<file path="src/rtl/dma_axi_simple_sched_if.sv">
// Requester, completion and DMA-core signal bundle for dma_axi_simple_sched.
// master: scheduler side. slave: requesters plus DMA core.
interface dma_axi_simple_sched_if #(
    parameter int unsigned NUM_CH = 4,
    parameter int unsigned CH_W   = $clog2(NUM_CH)
);
    logic                   SCHED_EN;
    logic [NUM_CH-1:0]      REQ_VLD;
    logic [NUM_CH-1:0]      REQ_RDY;
    logic [32*NUM_CH-1:0]   REQ_SRC;
    logic [32*NUM_CH-1:0]   REQ_DST;
    logic [16*NUM_CH-1:0]   REQ_BNUM;
    logic [8*NUM_CH-1:0]    REQ_CHUNK;
    logic [NUM_CH-1:0]      CMP_VLD;
    logic                   CMP_ERR;
    logic                   SCHED_BUSY;
    logic [CH_W-1:0]        SCHED_CH;
    logic                   DMA_EN;
    logic                   DMA_GO;
    logic                   DMA_BUSY;
    logic                   DMA_DONE;
    logic [31:0]            DMA_SRC;
    logic [31:0]            DMA_DST;
    logic [15:0]            DMA_BNUM;
    logic [7:0]             DMA_CHUNK;

    modport master (
        input  SCHED_EN, REQ_VLD, REQ_SRC, REQ_DST, REQ_BNUM, REQ_CHUNK,
        input  DMA_BUSY, DMA_DONE,
        output REQ_RDY, CMP_VLD, CMP_ERR, SCHED_BUSY, SCHED_CH,
        output DMA_EN, DMA_GO, DMA_SRC, DMA_DST, DMA_BNUM, DMA_CHUNK
    );

    modport slave (
        output SCHED_EN, REQ_VLD, REQ_SRC, REQ_DST, REQ_BNUM, REQ_CHUNK,
        output DMA_BUSY, DMA_DONE,
        input  REQ_RDY, CMP_VLD, CMP_ERR, SCHED_BUSY, SCHED_CH,
        input  DMA_EN, DMA_GO, DMA_SRC, DMA_DST, DMA_BNUM, DMA_CHUNK
    );
endinterface

</file>
<file path="src/rtl/dma_axi_simple_sched.sv">
// Round-robin job scheduler sharing one simple DMA core among NUM_CH requesters.
// Optional watchdog/abort path enabled by defining DMA_SCHED_TIMEOUT_EN.
module dma_axi_simple_sched #(
    parameter int unsigned NUM_CH  = 4,
    parameter int unsigned CH_W    = $clog2(NUM_CH),
    parameter logic [15:0] TIMEOUT = 16'hFFFF
) (
    input  logic                      ARESETn,
    input  logic                      ACLK,
    dma_axi_simple_sched_if.master    bus
);
    typedef enum logic [2:0] {
        S_IDLE,
        S_SETUP,
        S_RUN,
        S_REL,
        S_CMPL
`ifdef DMA_SCHED_TIMEOUT_EN
        ,
        S_ABORT
`endif
    } state_t;

    state_t              r_state;
    logic [CH_W-1:0]     r_last;
    logic [CH_W-1:0]     r_ch;
    logic [NUM_CH-1:0]   r_oh;
    logic [NUM_CH-1:0]   r_cmp_vld;
    logic                r_busy;
    logic                r_en;
    logic                r_go;
    logic [31:0]         r_src;
    logic [31:0]         r_dst;
    logic [15:0]         r_bnum;
    logic [7:0]          r_chunk;
`ifdef DMA_SCHED_TIMEOUT_EN
    logic                r_cmp_err;
    logic [15:0]         r_wdog;
`endif

    logic                w_take;
    logic [CH_W-1:0]     w_gnt;
    logic [NUM_CH-1:0]   w_sel;
    logic [31:0]         w_src;
    logic [31:0]         w_dst;
    logic [15:0]         w_bnum;
    logic [7:0]          w_chunk;

    // Winner is the valid channel with the smallest forward distance from last+1.
    always_comb begin : grant_sel
        int unsigned w_dist;
        int unsigned w_best;
        w_dist  = 0;
        w_best  = NUM_CH;
        w_gnt   = '0;
        w_sel   = '0;
        w_src   = '0;
        w_dst   = '0;
        w_bnum  = '0;
        w_chunk = '0;
        for (int unsigned k = 0; k < NUM_CH; k++) begin
            w_dist = (k + NUM_CH - 1 - 32'(r_last)) % NUM_CH;
            if (bus.REQ_VLD[k] && (w_dist < w_best)) begin
                w_best   = w_dist;
                w_gnt    = CH_W'(k);
                w_sel    = '0;
                w_sel[k] = 1'b1;
                w_src    = bus.REQ_SRC[k*32 +: 32];
                w_dst    = bus.REQ_DST[k*32 +: 32];
                w_bnum   = bus.REQ_BNUM[k*16 +: 16];
                w_chunk  = bus.REQ_CHUNK[k*8 +: 8];
            end
        end
    end

    assign w_take      = (r_state == S_IDLE) && bus.SCHED_EN && (|bus.REQ_VLD);
    assign bus.REQ_RDY = w_take ? w_sel : '0;

    always_ff @(posedge ACLK or negedge ARESETn) begin
        if (!ARESETn) begin
            r_state   <= S_IDLE;
            r_last    <= CH_W'(NUM_CH - 1);
            r_ch      <= '0;
            r_oh      <= '0;
            r_cmp_vld <= '0;
            r_busy    <= 1'b0;
            r_en      <= 1'b0;
            r_go      <= 1'b0;
            r_src     <= '0;
            r_dst     <= '0;
            r_bnum    <= '0;
            r_chunk   <= '0;
`ifdef DMA_SCHED_TIMEOUT_EN
            r_cmp_err <= 1'b0;
            r_wdog    <= '0;
`endif
        end else begin
            r_cmp_vld <= '0;
`ifdef DMA_SCHED_TIMEOUT_EN
            r_cmp_err <= 1'b0;
`endif
            unique case (r_state)
                S_IDLE: begin
                    r_en <= 1'b0;
                    r_go <= 1'b0;
                    if (w_take) begin
                        r_last  <= w_gnt;
                        r_ch    <= w_gnt;
                        r_oh    <= w_sel;
                        r_src   <= w_src;
                        r_dst   <= w_dst;
                        r_bnum  <= w_bnum;
                        r_chunk <= w_chunk;
                        r_busy  <= 1'b1;
                        if (w_bnum == '0) begin
                            r_state   <= S_CMPL;
                            r_cmp_vld <= w_sel;
                        end else begin
                            r_state <= S_SETUP;
                            r_en    <= 1'b1;
`ifdef DMA_SCHED_TIMEOUT_EN
                            r_wdog  <= '0;
`endif
                        end
                    end
                end
                S_SETUP: begin
                    r_state <= S_RUN;
                    r_go    <= 1'b1;
                end
                S_RUN: begin
`ifdef DMA_SCHED_TIMEOUT_EN
                    if (r_wdog == TIMEOUT) begin
                        r_state <= S_ABORT;
                        r_en    <= 1'b0;
                        r_go    <= 1'b0;
                    end else begin
                        r_wdog <= r_wdog + 16'd1;
                        if (bus.DMA_DONE) begin
                            r_state <= S_REL;
                            r_go    <= 1'b0;
                        end
                    end
`else
                    if (bus.DMA_DONE) begin
                        r_state <= S_REL;
                        r_go    <= 1'b0;
                    end
`endif
                end
                S_REL: begin
`ifdef DMA_SCHED_TIMEOUT_EN
                    if (r_wdog == TIMEOUT) begin
                        r_state <= S_ABORT;
                        r_en    <= 1'b0;
                    end else begin
                        r_wdog <= r_wdog + 16'd1;
                        if (!bus.DMA_DONE && !bus.DMA_BUSY) begin
                            r_state   <= S_CMPL;
                            r_en      <= 1'b0;
                            r_cmp_vld <= r_oh;
                        end
                    end
`else
                    if (!bus.DMA_DONE && !bus.DMA_BUSY) begin
                        r_state   <= S_CMPL;
                        r_en      <= 1'b0;
                        r_cmp_vld <= r_oh;
                    end
`endif
                end
`ifdef DMA_SCHED_TIMEOUT_EN
                S_ABORT: begin
                    r_state   <= S_CMPL;
                    r_cmp_vld <= r_oh;
                    r_cmp_err <= 1'b1;
                end
`endif
                S_CMPL: begin
                    r_state <= S_IDLE;
                    r_en    <= 1'b0;
                    r_go    <= 1'b0;
                    r_busy  <= 1'b0;
                end
                default: begin
                    r_state <= S_IDLE;
                    r_en    <= 1'b0;
                    r_go    <= 1'b0;
                    r_busy  <= 1'b0;
                end
            endcase
        end
    end

    assign bus.CMP_VLD    = r_cmp_vld;
    assign bus.SCHED_BUSY = r_busy;
    assign bus.SCHED_CH   = r_ch;
    assign bus.DMA_EN     = r_en;
    assign bus.DMA_GO     = r_go;
    assign bus.DMA_SRC    = r_src;
    assign bus.DMA_DST    = r_dst;
    assign bus.DMA_BNUM   = r_bnum;
    assign bus.DMA_CHUNK  = r_chunk;

`ifdef DMA_SCHED_TIMEOUT_EN
    assign bus.CMP_ERR = r_cmp_err;
`else
    logic w_unused_timeout;
    assign w_unused_timeout = ^TIMEOUT;
    assign bus.CMP_ERR      = 1'b0;
`endif
endmodule

</file>
<file path="src/flat_wrapper.sv">
// flat-port wrapper written by rule: the top's interface ports become plain ports
module dma_axi_simple_sched_flat 
#(
    parameter int unsigned NUM_CH  = 4,
    parameter int unsigned CH_W    = $clog2(NUM_CH),
    parameter logic [15:0] TIMEOUT = 16'hFFFF
)
  (ARESETn, ACLK, bus_SCHED_EN, bus_REQ_VLD, bus_REQ_SRC, bus_REQ_DST, bus_REQ_BNUM, bus_REQ_CHUNK, bus_DMA_BUSY, bus_DMA_DONE, bus_REQ_RDY, bus_CMP_VLD, bus_CMP_ERR, bus_SCHED_BUSY, bus_SCHED_CH, bus_DMA_EN, bus_DMA_GO, bus_DMA_SRC, bus_DMA_DST, bus_DMA_BNUM, bus_DMA_CHUNK);
  dma_axi_simple_sched_if #(.NUM_CH(NUM_CH), .CH_W(CH_W)) bus_i ();
  input  logic ARESETn;
  input  logic ACLK;
  input wire logic [$bits(bus_i.SCHED_EN)-1:0] bus_SCHED_EN;
  input wire logic [$bits(bus_i.REQ_VLD)-1:0] bus_REQ_VLD;
  input wire logic [$bits(bus_i.REQ_SRC)-1:0] bus_REQ_SRC;
  input wire logic [$bits(bus_i.REQ_DST)-1:0] bus_REQ_DST;
  input wire logic [$bits(bus_i.REQ_BNUM)-1:0] bus_REQ_BNUM;
  input wire logic [$bits(bus_i.REQ_CHUNK)-1:0] bus_REQ_CHUNK;
  input wire logic [$bits(bus_i.DMA_BUSY)-1:0] bus_DMA_BUSY;
  input wire logic [$bits(bus_i.DMA_DONE)-1:0] bus_DMA_DONE;
  output wire logic [$bits(bus_i.REQ_RDY)-1:0] bus_REQ_RDY;
  output wire logic [$bits(bus_i.CMP_VLD)-1:0] bus_CMP_VLD;
  output wire logic [$bits(bus_i.CMP_ERR)-1:0] bus_CMP_ERR;
  output wire logic [$bits(bus_i.SCHED_BUSY)-1:0] bus_SCHED_BUSY;
  output wire logic [$bits(bus_i.SCHED_CH)-1:0] bus_SCHED_CH;
  output wire logic [$bits(bus_i.DMA_EN)-1:0] bus_DMA_EN;
  output wire logic [$bits(bus_i.DMA_GO)-1:0] bus_DMA_GO;
  output wire logic [$bits(bus_i.DMA_SRC)-1:0] bus_DMA_SRC;
  output wire logic [$bits(bus_i.DMA_DST)-1:0] bus_DMA_DST;
  output wire logic [$bits(bus_i.DMA_BNUM)-1:0] bus_DMA_BNUM;
  output wire logic [$bits(bus_i.DMA_CHUNK)-1:0] bus_DMA_CHUNK;
  assign bus_i.SCHED_EN = bus_SCHED_EN;
  assign bus_i.REQ_VLD = bus_REQ_VLD;
  assign bus_i.REQ_SRC = bus_REQ_SRC;
  assign bus_i.REQ_DST = bus_REQ_DST;
  assign bus_i.REQ_BNUM = bus_REQ_BNUM;
  assign bus_i.REQ_CHUNK = bus_REQ_CHUNK;
  assign bus_i.DMA_BUSY = bus_DMA_BUSY;
  assign bus_i.DMA_DONE = bus_DMA_DONE;
  assign bus_REQ_RDY = bus_i.REQ_RDY;
  assign bus_CMP_VLD = bus_i.CMP_VLD;
  assign bus_CMP_ERR = bus_i.CMP_ERR;
  assign bus_SCHED_BUSY = bus_i.SCHED_BUSY;
  assign bus_SCHED_CH = bus_i.SCHED_CH;
  assign bus_DMA_EN = bus_i.DMA_EN;
  assign bus_DMA_GO = bus_i.DMA_GO;
  assign bus_DMA_SRC = bus_i.DMA_SRC;
  assign bus_DMA_DST = bus_i.DMA_DST;
  assign bus_DMA_BNUM = bus_i.DMA_BNUM;
  assign bus_DMA_CHUNK = bus_i.DMA_CHUNK;
  dma_axi_simple_sched #(.NUM_CH(NUM_CH), .CH_W(CH_W), .TIMEOUT(TIMEOUT)) u_core (.ARESETn(ARESETn), .ACLK(ACLK), .bus(bus_i));
endmodule
</file>
<file path="config.mk">
export PLATFORM = sky130hd
export DESIGN_NAME = dma_axi_simple_sched_flat
export DESIGN_NICKNAME = d
export VERILOG_FILES = /design/src/rtl/dma_axi_simple_sched_if.sv /design/src/rtl/dma_axi_simple_sched.sv /design/src/flat_wrapper.sv
export SDC_FILE = /design/constraint.sdc
export NUM_CORES = 1
export LEC_CHECK = 0
export BUFFER_PORTS_ARGS = -buffer_cell sky130_fd_sc_hd__buf_2
export CAP_MARGIN = 20
export CORE_AREA = 4 4 177 179
export DETAILED_ROUTE_END_ITERATION = 8
export DIE_AREA = 0 0 181 183
export GPL_ROUTABILITY_DRIVEN = 0
export PLACE_DENSITY = 0.46
export SLEW_MARGIN = 20
export SYNTH_ARGS = -nofsm -noshare
export SYNTH_HDL_FRONTEND = slang
export SYNTH_SLANG_ARGS = --single-unit
</file>
<file path="constraint.sdc">
create_clock -name ACLK -period 9.2 [get_ports ACLK]
set_input_delay 0.46 -clock ACLK [delete_from_list [all_inputs] [get_ports ACLK]]
set_output_delay 0.46 -clock ACLK [all_outputs]
set_load 0.1 [all_outputs]
</file>
==> qor.txt, run 1 <==
Worst r2r src: u_core.r_last[1]
CTS tree: built
Max FO, Critical Path: 90
Yosys top cell area share: 39.8%
Via Count: 7614
Slowest-stage cell, CP: buf_4
Hold Buf Count CTS: 0
Post-CTS setup buffer count: 0
Worst endpoint required time: 8.74 ns
IO Count: 463
Vert. Die Dim: 183 µm
CP max stage delay: 0.77 ns
Largest net degree at the start of global routing: 179
# DRC: 0
CP arrival: 5.08 ns
Core box area: 29600 µm²
P per Cell Area: 470 nW/µm²
Synth top area cells: dfrtp_1 (40%), a221o_1 (13%), o211ai_1 (10%)
CTS buffer count: 9
Final setup margin: 3.66 ns
Period utilization: 60.2%
Fillcell total: 3237
Synthesis-stage register bit count: 106
CTS H-tree depth: 3
Final HPWL from detailed placement: 24.5 mm
Clock transition at path regs: 0.08 ns
Area Growth Syn to Fin: 42.2%
Worst reg-to-reg setup slack: 4.15 ns
Syn Inst Count: 734
Post-layout util: 31.4%
Critical Path Source Type: flop
Top FF cell, synth: dfrtp_1
Final Hold Vio Count: 0
Initial antenna violation count: 3
TritonCTS Sinks: 106
Final slew viol count: 0
Global-route wire length before repair: 47.6 mm
Final antenna-violating net count: 0
Syn Area/Cell: 8.90 µm²
Leakage: 4.21 nW
Critical path cell sequence: nor4bb_1 -> nor2_1 -> ha_1 -> o22ai_1 -> o21ai_4 -> o21ai_0 -> ha_1 -> a21oi_1 -> o21ai_0 -> a41o_4 -> buf_4 -> nor2_1 -> buf_2
Ratio of cells with drive above 1 in the final layout: 44.2%
Tot Pwr: 4.37 mW
Seq/Total Area, Yosys: 40.7%
Number of synthesized flops with an enable pin: 0
Drt pass-1 iters: 5
Synth warn: 0
Setup TNS: 0 ns
Pin slew with the least headroom to its limit: 1.04 ns
FFs w/ async S/R, synth: 100%
Net Count, Synth: 1097
Resized cells post-CTS: 0
Count of different cell masters after synthesis: 52
Via density: 4.99
Clock Tree Buf Depth: 2
Peak supply drop: 179 µV
Setup CP Type: flop to output port
Rows: 63
Synthesized cell area: 6530 µm²
Vias in the first global route: 7596
CTS Root Cell: clkbuf_16
Reg2Reg Depth: 14
Placed cells: 1508
Nets: 1492
Worst reg2reg endpoint: u_core.bus.DMA_EN
Slew HR: 30.7%
WHS: 0.133 ns
Total Wirelength: 32.3 mm
Die extent in x: 181 µm
MaxCap Viol Count: 0
RSZ-0062 raised after global routing: no
Setup violators final: 0
Clock Latency Late Sink: 0.35 ns
Input/output buffers: 461
WL per Instance: 21.1 µm
Die area: 33100 µm²
Total grt overflow: 0
Dpl ws: 3.89 ns
Clk_skew: 0.0159 ns
Crit. End Element: output port
Post-route minimum period: 5.54 ns
Placed Area: 9010 µm²
Starting Density: 22.1%
Final Non-Filler Cells: 1527
Maximum clock rate: 0.181 GHz
Iter 0 DRT Violations: 426
Status: complete, no violations
Total GRT Usage: 18.3%
Final Cell Area: 9290 µm²
Largest area contributor in the netlist: dfrtp_1
Hold WC Path Type: primary input to asynchronous set/reset pin
## registers in the layout (all words and copies together) (netlist names)
signal                 flops
u_core.bus.DMA_DST        32
u_core.bus.DMA_SRC        32
u_core.bus.DMA_BNUM       16
u_core.bus.DMA_CHUNK       8
u_core.bus.CMP_VLD         4
u_core.r_oh                4
u_core.r_state             3
u_core.bus.SCHED_CH        2
u_core.r_last              2
u_core.bus.DMA_EN          1
u_core.bus.DMA_GO          1
u_core.bus.SCHED_BUSY      1
## cells in the mapped netlist, drive strengths merged, types with 4 or more instances
master / number
buf: 56
dfrtp: 104
a31oi: 86
o21a: 6
clkbuf: 28
a221o: 86
nor3: 8
and2: 4
a21o: 4
nor4: 6
nor2: 100
nand2: 98
o211ai: 88
o21ai: 8
a21oi: 6
## cell type report
cell class	count	area, µm²	share of cell area (%)
Clock inverter	5	37.5	0.404
Sequential cell	106	2660	28.6
Timing Repair Buffer	468	2370	25.6
Inverter	2	7.51	0.0808
Antenna cell	3	7.51	0.0808
Clock buffer	11	233	2.51
Multi-Input combinational cell	542	3490	37.5
Tap cell	390	488	5.25
## cell families (layout without fill, tap and decap cells)
family	Yosys count	after routing	share of synthesized area, %
and+or+nand+nor	232	232	15.0
xor gates and xnor gates	1	1	0.134
other	1	4	0.0574
DFF	106	106	40.7
muxes	3	3	0.460
adders and majority gates	2	2	0.383
buffers and inverters	86	486	6.80
AOI/OAI and AO/OA	303	303	36.6
## power by group
group	switching (mW)	internal [mW]
registers	0.130	0.695
logic	2.50	0.667
clock network	0.191	0.186
## critical path, delay by kind of cell, from the launching register on
| family | cells | cell delay (ns) |
|---|---|---|
| adders and majority gates | 2 | 0.68 |
| buffers and inverters | 2 | 1.12 |
| AOI/OAI and AO/OA | 6 | 1.73 |
| DFF | 1 | 0.62 |
| and+or+nand+nor | 3 | 0.55 |
## metal layers
metal | track usage (%) | vias up | routed length, µm
met4 | 4.89 | 0 | 637
met1 | 23.8 | 3606 | 13600
met5 | 0 | - | 0
met3 | 3.99 | 28 | 2320
met2 | 31.1 | 329 | 15800
li1 | - | 3651 | -
## layout by cell type (no fill, tap or decap), types with 4 or more instances in the layout
master / count
o21ai_0: 5
a21o_1: 4
a221o_1: 86
buf_4: 7
a21oi_1: 6
nor2_1: 98
a31oi_1: 86
o211ai_1: 88
o21a_1: 5
nor3_1: 7
nand2_1: 97
buf_2: 460
nor4_1: 6
clkbuf_16: 9
dfrtp_1: 104
## how the worst max path moves through the flow
stage,start,endpoint
finish,u_core.r_last[1],bus_REQ_RDY[3]
floorplan,bus_REQ_VLD[0],bus_REQ_RDY[3]
CTS,u_core.r_last[1],bus_REQ_RDY[3]
global placement,bus_REQ_VLD[0],bus_REQ_RDY[3]
global route,u_core.r_last[1],bus_REQ_RDY[3]
detailed placement,bus_REQ_VLD[0],bus_REQ_RDY[3]
Note: power is estimated with default switching activity, not from simulation.
==> run 2: changes to the inputs <==
- CORE_AREA: 4 4 177 179 -> 4 4 178 180
- DIE_AREA: 0 0 181 183 -> 0 0 182 184
- clock period: 9.2 -> 5.1 ns (I/O delays scaled with it)
==> qor.txt, run 2 (synthesized netlist as in run 1, its figures left out) <==
Via Count: 7686 (+0.95%)
Setup CP Type: flop to output port
Slew HR: 29.1% (-1.7 points)
Comb power frac: 72.5% (about the same)
Pin slew with the least headroom to its limit: 1.06 ns (+0.0253 ns)
Vias in the first global route: 7538 (-0.76%)
Worst reg2reg endpoint: u_core.bus.DMA_EN
Starting Density: 21.6% (-0.46 points)
NetSw: 5.09 mW (+80%)
Global-route wire length before repair: 46.8 mm (-1.6%)
TritonCTS Sinks: 106 (unchanged)
CTS Root Cell: clkbuf_16
Clock power frac: 8.8% (+0.2 points)
Switch share: 64.1% (-0.43 points)
Area Growth Syn to Fin: 43.7%
Worst endpoint required time: 4.85 ns (-3.89 ns)
Setup violators final: 0 (unchanged)
Slowest-stage cell, CP: dfstp_2
Initial antenna violation count: 10 (+7)
Status: complete, no violations
Die area: 33500 µm² (+1.1%)
Final setup margin: 0.326 ns (-3.34 ns)
Core box area: 30200 µm² (+2.1%)
Vert. Die Dim: 184 µm (+0.55%)
Final antenna-violating net count: 0 (unchanged)
Critical Path Source Type: flop
Internal: 2.85 mW (+84%)
Iter 0 DRT Violations: 404 (-5.2%)
Final HPWL from detailed placement: 24.7 mm (+0.54%)
FF/Latch Area: 2660 µm² (unchanged)
CP arrival: 4.52 ns (-0.56 ns)
Resized cells post-CTS: 0 (unchanged)
Clock Tree Buf Depth: 2 (unchanged)
Total grt overflow: 0 (unchanged)
Critical Path Start: u_core.r_last[1]
RSZ-0062 raised after global routing: no
Via density: 5.00 (+0.35%)
Input/output buffers: 461 (unchanged)
Commonest cells after routing, fill and taps aside: buf_2 (458), dfrtp_1 (104), nor2_1 (98), nand2_1 (97), o211ai_1 (88)
Clock transition at path regs: 0.08 ns (about the same)
Total Wirelength: 32.4 mm (+0.42%)
Peak supply drop: 353 µV (+97%)
Clock Latency Late Sink: 0.35 ns (about the same)
Dpl ws: 0.674 ns (-3.22 ns)
Setup TNS: 0 ns (unchanged)
IO Count: 463 (unchanged)
Period utilization: 93.6%
Worst reg-to-reg setup slack: 0.69 ns (-3.46 ns)
Rows: 64 (+1.6%)
CP max stage delay: 0.62 ns (-0.15 ns)
WL per Instance: 21.1 µm (-0.16%)
CTS tree: built
P per Cell Area: 845 nW/µm² (+80%)
Largest net degree at the start of global routing: 179 (unchanged)
Clk_skew: 0.0120 ns (-0.00386 ns)
Crit. End Element: output port
Multi-input gate area: 3490 µm² (unchanged)
Drt pass-1 iters: 5 (unchanged)
Reg2Reg Depth: 14 (unchanged)
Post-route minimum period: 4.77 ns
Critical path cell sequence: nor4bb_1 -> nor2_1 -> ha_1 -> o22ai_1 -> o21ai_4 -> o21ai_0 -> ha_1 -> a21oi_1 -> o21ai_0 -> a41o_4 -> buf_4 -> nor2_1 -> buf_2
Die extent in x: 182 µm (+0.55%)
Hold WC Path Type: primary input to flop
CTS buffer count: 9 (unchanged)
Ratio of cells with drive above 1 in the final layout: 44.4% (+0.19 points)
Nets: 1495 (+0.20%)
Sequential group share of total power: 18.7% (-0.2 points)
Total GRT Usage: 18.0% (-0.33 points)
CP Capture Point: bus_REQ_RDY[3]
Commonest non-fill, non-tap cell in the layout: buf_2
Max FO, Critical Path: 35 (-61%)
Fillcell total: 3308 (+2.2%)
# DRC: 0 (unchanged)
Worst r2r src: u_core.r_last[1]
MaxCap Viol Count: 0 (unchanged)
Final slew viol count: 0 (unchanged)
Final Hold Vio Count: 0 (unchanged)
Leakage: 4.24 nW (+0.82%)
Maximum clock rate: 0.209 GHz
CTS H-tree depth: 3 (unchanged)
run 2: stage by stage:
step / instances / hold slack (ns) / utilization (%) / area (µm²) / total power [mW]
after floorplan: 734 / -0.0406 / - / 6530 / 6.07
after global placement: 1516 / 0.360 / 30.1 / 9090 / 7.29
after detailed placement: 1516 / 0.359 / 30.1 / 9090 / 7.32
after CTS: 1532 / 0.118 / 31.1 / 9380 / 8.04
after global routing: 1536 / 0.119 / 31.1 / 9390 / 8.40
final: 1536 / 0.141 / 31.1 / 9390 / 7.93
run 2: worst min path at each step:
stage / from / to / cells after the start
after floorplan: ARESETn / u_core.bus.CMP_VLD[0] / 0
after global placement: ARESETn / u_core.bus.DMA_GO / 1
after detailed placement: ARESETn / u_core.r_state[0] / 1
after CTS: bus_REQ_SRC[117] / u_core.bus.DMA_SRC[21] / 3
after global routing: bus_REQ_DST[108] / u_core.bus.DMA_DST[12] / 3
final: bus_REQ_SRC[117] / u_core.bus.DMA_SRC[21] / 3
run 2: critical path, delay by kind of cell, from the launching register on:
| kind | cells | cell delay, ns |
|---|---|---|
| adder cells (fa/ha/maj) | 2 | 0.67 |
| flip-flops | 1 | 0.62 |
| AO/OA/AOI/OAI | 6 | 1.56 |
| buffers and inverters | 2 | 0.71 |
| AND/OR/NAND/NOR | 3 | 0.61 |
run 2: layout make-up:
class | instances | share of cell area, %
inverters | 2 | 0.0800
repair buffers | 471 | 26.1
multi-input cells | 542 | 37.1
flip-flops and latches | 106 | 28.3
diodes | 4 | 0.107
well taps | 396 | 5.28
clock inverters | 5 | 0.413
clock buffers | 10 | 2.55
run 2: per-layer routing:
metal  GRT usage, %  up-vias  wire, µm
met5              0        -        62
met4           5.97       10       846
met3           4.49       45      2230
met2           29.7      326     15700
met1           23.1     3642     13500
li1               -     3663         -
run 2: repair_timing:
action | CTS | global route
setup buffers | 0 | 0
setup endpoints to repair | 0 | 0
hold endpoints to repair | 49 | 0
hold buffers | 1 | 0
run 2: power groups by stage:
stage / Clock [mW] / Combinational (mW) / Sequential, mW
2_1_floorplan: 0 / 1.88 / 4.19
4_1_cts: 0.731 / 5.82 / 1.49
6_report: 0.695 / 5.75 / 1.48
5_1_grt: 0.768 / 6.09 / 1.54
3_3_place_gp: 0 / 5.80 / 1.49
3_5_place_dp: 0 / 5.81 / 1.50
==> run 3: changes to the inputs <==
- MAX_ROUTING_LAYER: default -> met4
==> qor.txt, run 3 (synthesized netlist as in run 1, its figures left out) <==
Status: complete, no violations
Critical Path Start: u_core.r_last[1]
Dpl ws: 0.674 ns (unchanged)
Global-route wire length before repair: 46.7 mm (-0.32%)
Starting Density: 21.6% (unchanged)
Clock Tree Buf Depth: 2 (unchanged)
Placed cells: 1516 (unchanged)
Worst r2r src: u_core.r_last[1]
Worst endpoint required time: 4.85 ns (about the same)
Core box area: 30200 µm² (unchanged)
Max FO, Critical Path: 35 (unchanged)
Peak supply drop: 357 µV (+1.3%)
CP bufs+invs: 2 (unchanged)
WHS: 0.140 ns (-0.000386 ns)
Area Growth Syn to Fin: 44.0%
Commonest non-fill, non-tap cell in the layout: buf_2
Multi-input gate area: 3490 µm² (unchanged)
RSZ-0062 raised after global routing: no
Critical Path Source Type: flop
Largest net degree at the start of global routing: 179 (unchanged)
Crit. End Element: output port
Final Hold Vio Count: 0 (unchanged)
# DRC: 0 (unchanged)
Initial antenna violation count: 10 (unchanged)
Worst path top cell family by delay: compound AO/OA/AOI/OAI gates
Final Non-Filler Cells: 1542 (+0.39%)
Setup violators final: 0 (unchanged)
Commonest cells after routing, fill and taps aside: buf_2 (458), dfrtp_1 (104), nor2_1 (98), nand2_1 (97), o211ai_1 (88)
Rows: 64 (unchanged)
Clock Latency Late Sink: 0.35 ns (about the same)
Pin slew with the least headroom to its limit: 1.08 ns (+0.0130 ns)
CTS H-tree depth: 3 (unchanged)
Drt pass-1 iters: 5 (unchanged)
Final setup margin: 0.322 ns (-0.00417 ns)
Total GRT Usage: 18.5% (+0.53 points)
Final Cell Area: 9400 µm² (+0.16%)
Resized cells post-CTS: 0 (unchanged)
Tot Pwr: 7.94 mW (about the same)
Maximum clock rate: 0.209 GHz (about the same)
Hold Buf Count CTS: 1 (unchanged)
Clk_skew: 0.0104 ns (-0.00159 ns)
Slew HR: 28.2% (-0.87 points)
MaxCap Viol Count: 0 (unchanged)
Hold path startpoint: bus_REQ_SRC[110]
IO Count: 463 (unchanged)
Nets: 1495 (unchanged)
Post-route minimum period: 4.78 ns (+0.00417 ns)
Total grt overflow: 0 (unchanged)
Slowest-stage cell, CP: dfstp_2
TritonCTS Sinks: 106 (unchanged)
Vert. Die Dim: 184 µm (unchanged)
CTS tree: built
CTS Root Cell: clkbuf_16
Final HPWL from detailed placement: 24.7 mm (unchanged)
Total Wirelength: 32.4 mm (about the same)
WL per Instance: 21.0 µm (-0.41%)
CTS buffer count: 9 (unchanged)
Iter 0 DRT Violations: 427 (+5.7%)
Placed Area: 9090 µm² (unchanged)
Via Count: 7658 (-0.36%)
Post-layout util: 31.1% (+0.050 points)
Die extent in x: 182 µm (unchanged)
Clock transition at path regs: 0.08 ns (about the same)
Ratio of cells with drive above 1 in the final layout: 44.4% (unchanged)
Hold WC Path Type: primary input to flop
P per Cell Area: 844 nW/µm² (about the same)
Final slew viol count: 0 (unchanged)
Fillcell total: 3306 (-0.060%)
Vias in the first global route: 7559 (+0.28%)
Leakage: 4.24 nW (about the same)
Setup CP Type: flop to output port
CP arrival: 4.52 ns (about the same)
Final antenna-violating net count: 0 (unchanged)
Via density: 4.97 (-0.75%)
Setup TNS: 0 ns (unchanged)
Input/output buffers: 461 (unchanged)
Critical path cell sequence: nor4bb_1 -> nor2_1 -> ha_1 -> o22ai_1 -> o21ai_4 -> o21ai_0 -> ha_1 -> a21oi_1 -> o21ai_0 -> a41o_4 -> buf_4 -> nor2_1 -> buf_2
Period utilization: 93.7% (about the same)
Post-CTS setup buffer count: 0 (unchanged)
CP max stage delay: 0.61 ns (about the same)
FF/Latch Area: 2660 µm² (unchanged)
Die area: 33500 µm² (unchanged)
## run 3: cell type report
cell class	count	share of cell area (%)
inverters	2	0.0798
repair buffers	471	26.1
multi-input cells	542	37.1
diodes	10	0.266
clock inverters	5	0.413
well taps	396	5.27
flip-flops and latches	106	28.2
clock buffers	10	2.54
## run 3: worst register-to-register path: cells and delay by family (launching register included)
family | cells | cell delay (ns)
buf+inv | 1 | 0.35
fa+ha+maj | 2 | 0.68
flops | 1 | 0.61
compound gates | 8 | 2.09
simple gates | 3 | 0.56
## run 3: layer usage
layer,track usage [%],part of all wire (%),up-vias
met5,-,0,-
met2,29.6,48,321
li1,-,-,3674
met3,4.14,6.6,33
met4,5.97,2.6,0
met1,23.4,42,3630
## run 3: worst paths after layout
path / endpoint / slack [ns] / cells after the start
worst min register to register: u_core.r_oh[1] / 0.48 / 1
min in group asynchronous: u_core.r_state[0] / 0.48 / 2
max in group asynchronous: u_core.bus.DMA_DST[27] / 3.30 / 3
worst min-delay path: u_core.bus.DMA_SRC[14] / 0.14 / 3
worst max-delay path: bus_REQ_RDY[3] / 0.32 / 13
worst max register to register: u_core.bus.DMA_EN / 0.70 / 14
## run 3: power by group
group,switching (mW),internal [mW],total [mW],leakage (nW)
Clock,0.348,0.347,0.695,0.135
Combinational,4.51,1.25,5.76,2.89
Sequential,0.230,1.25,1.48,1.22
Total,5.09,2.85,7.94,4.24
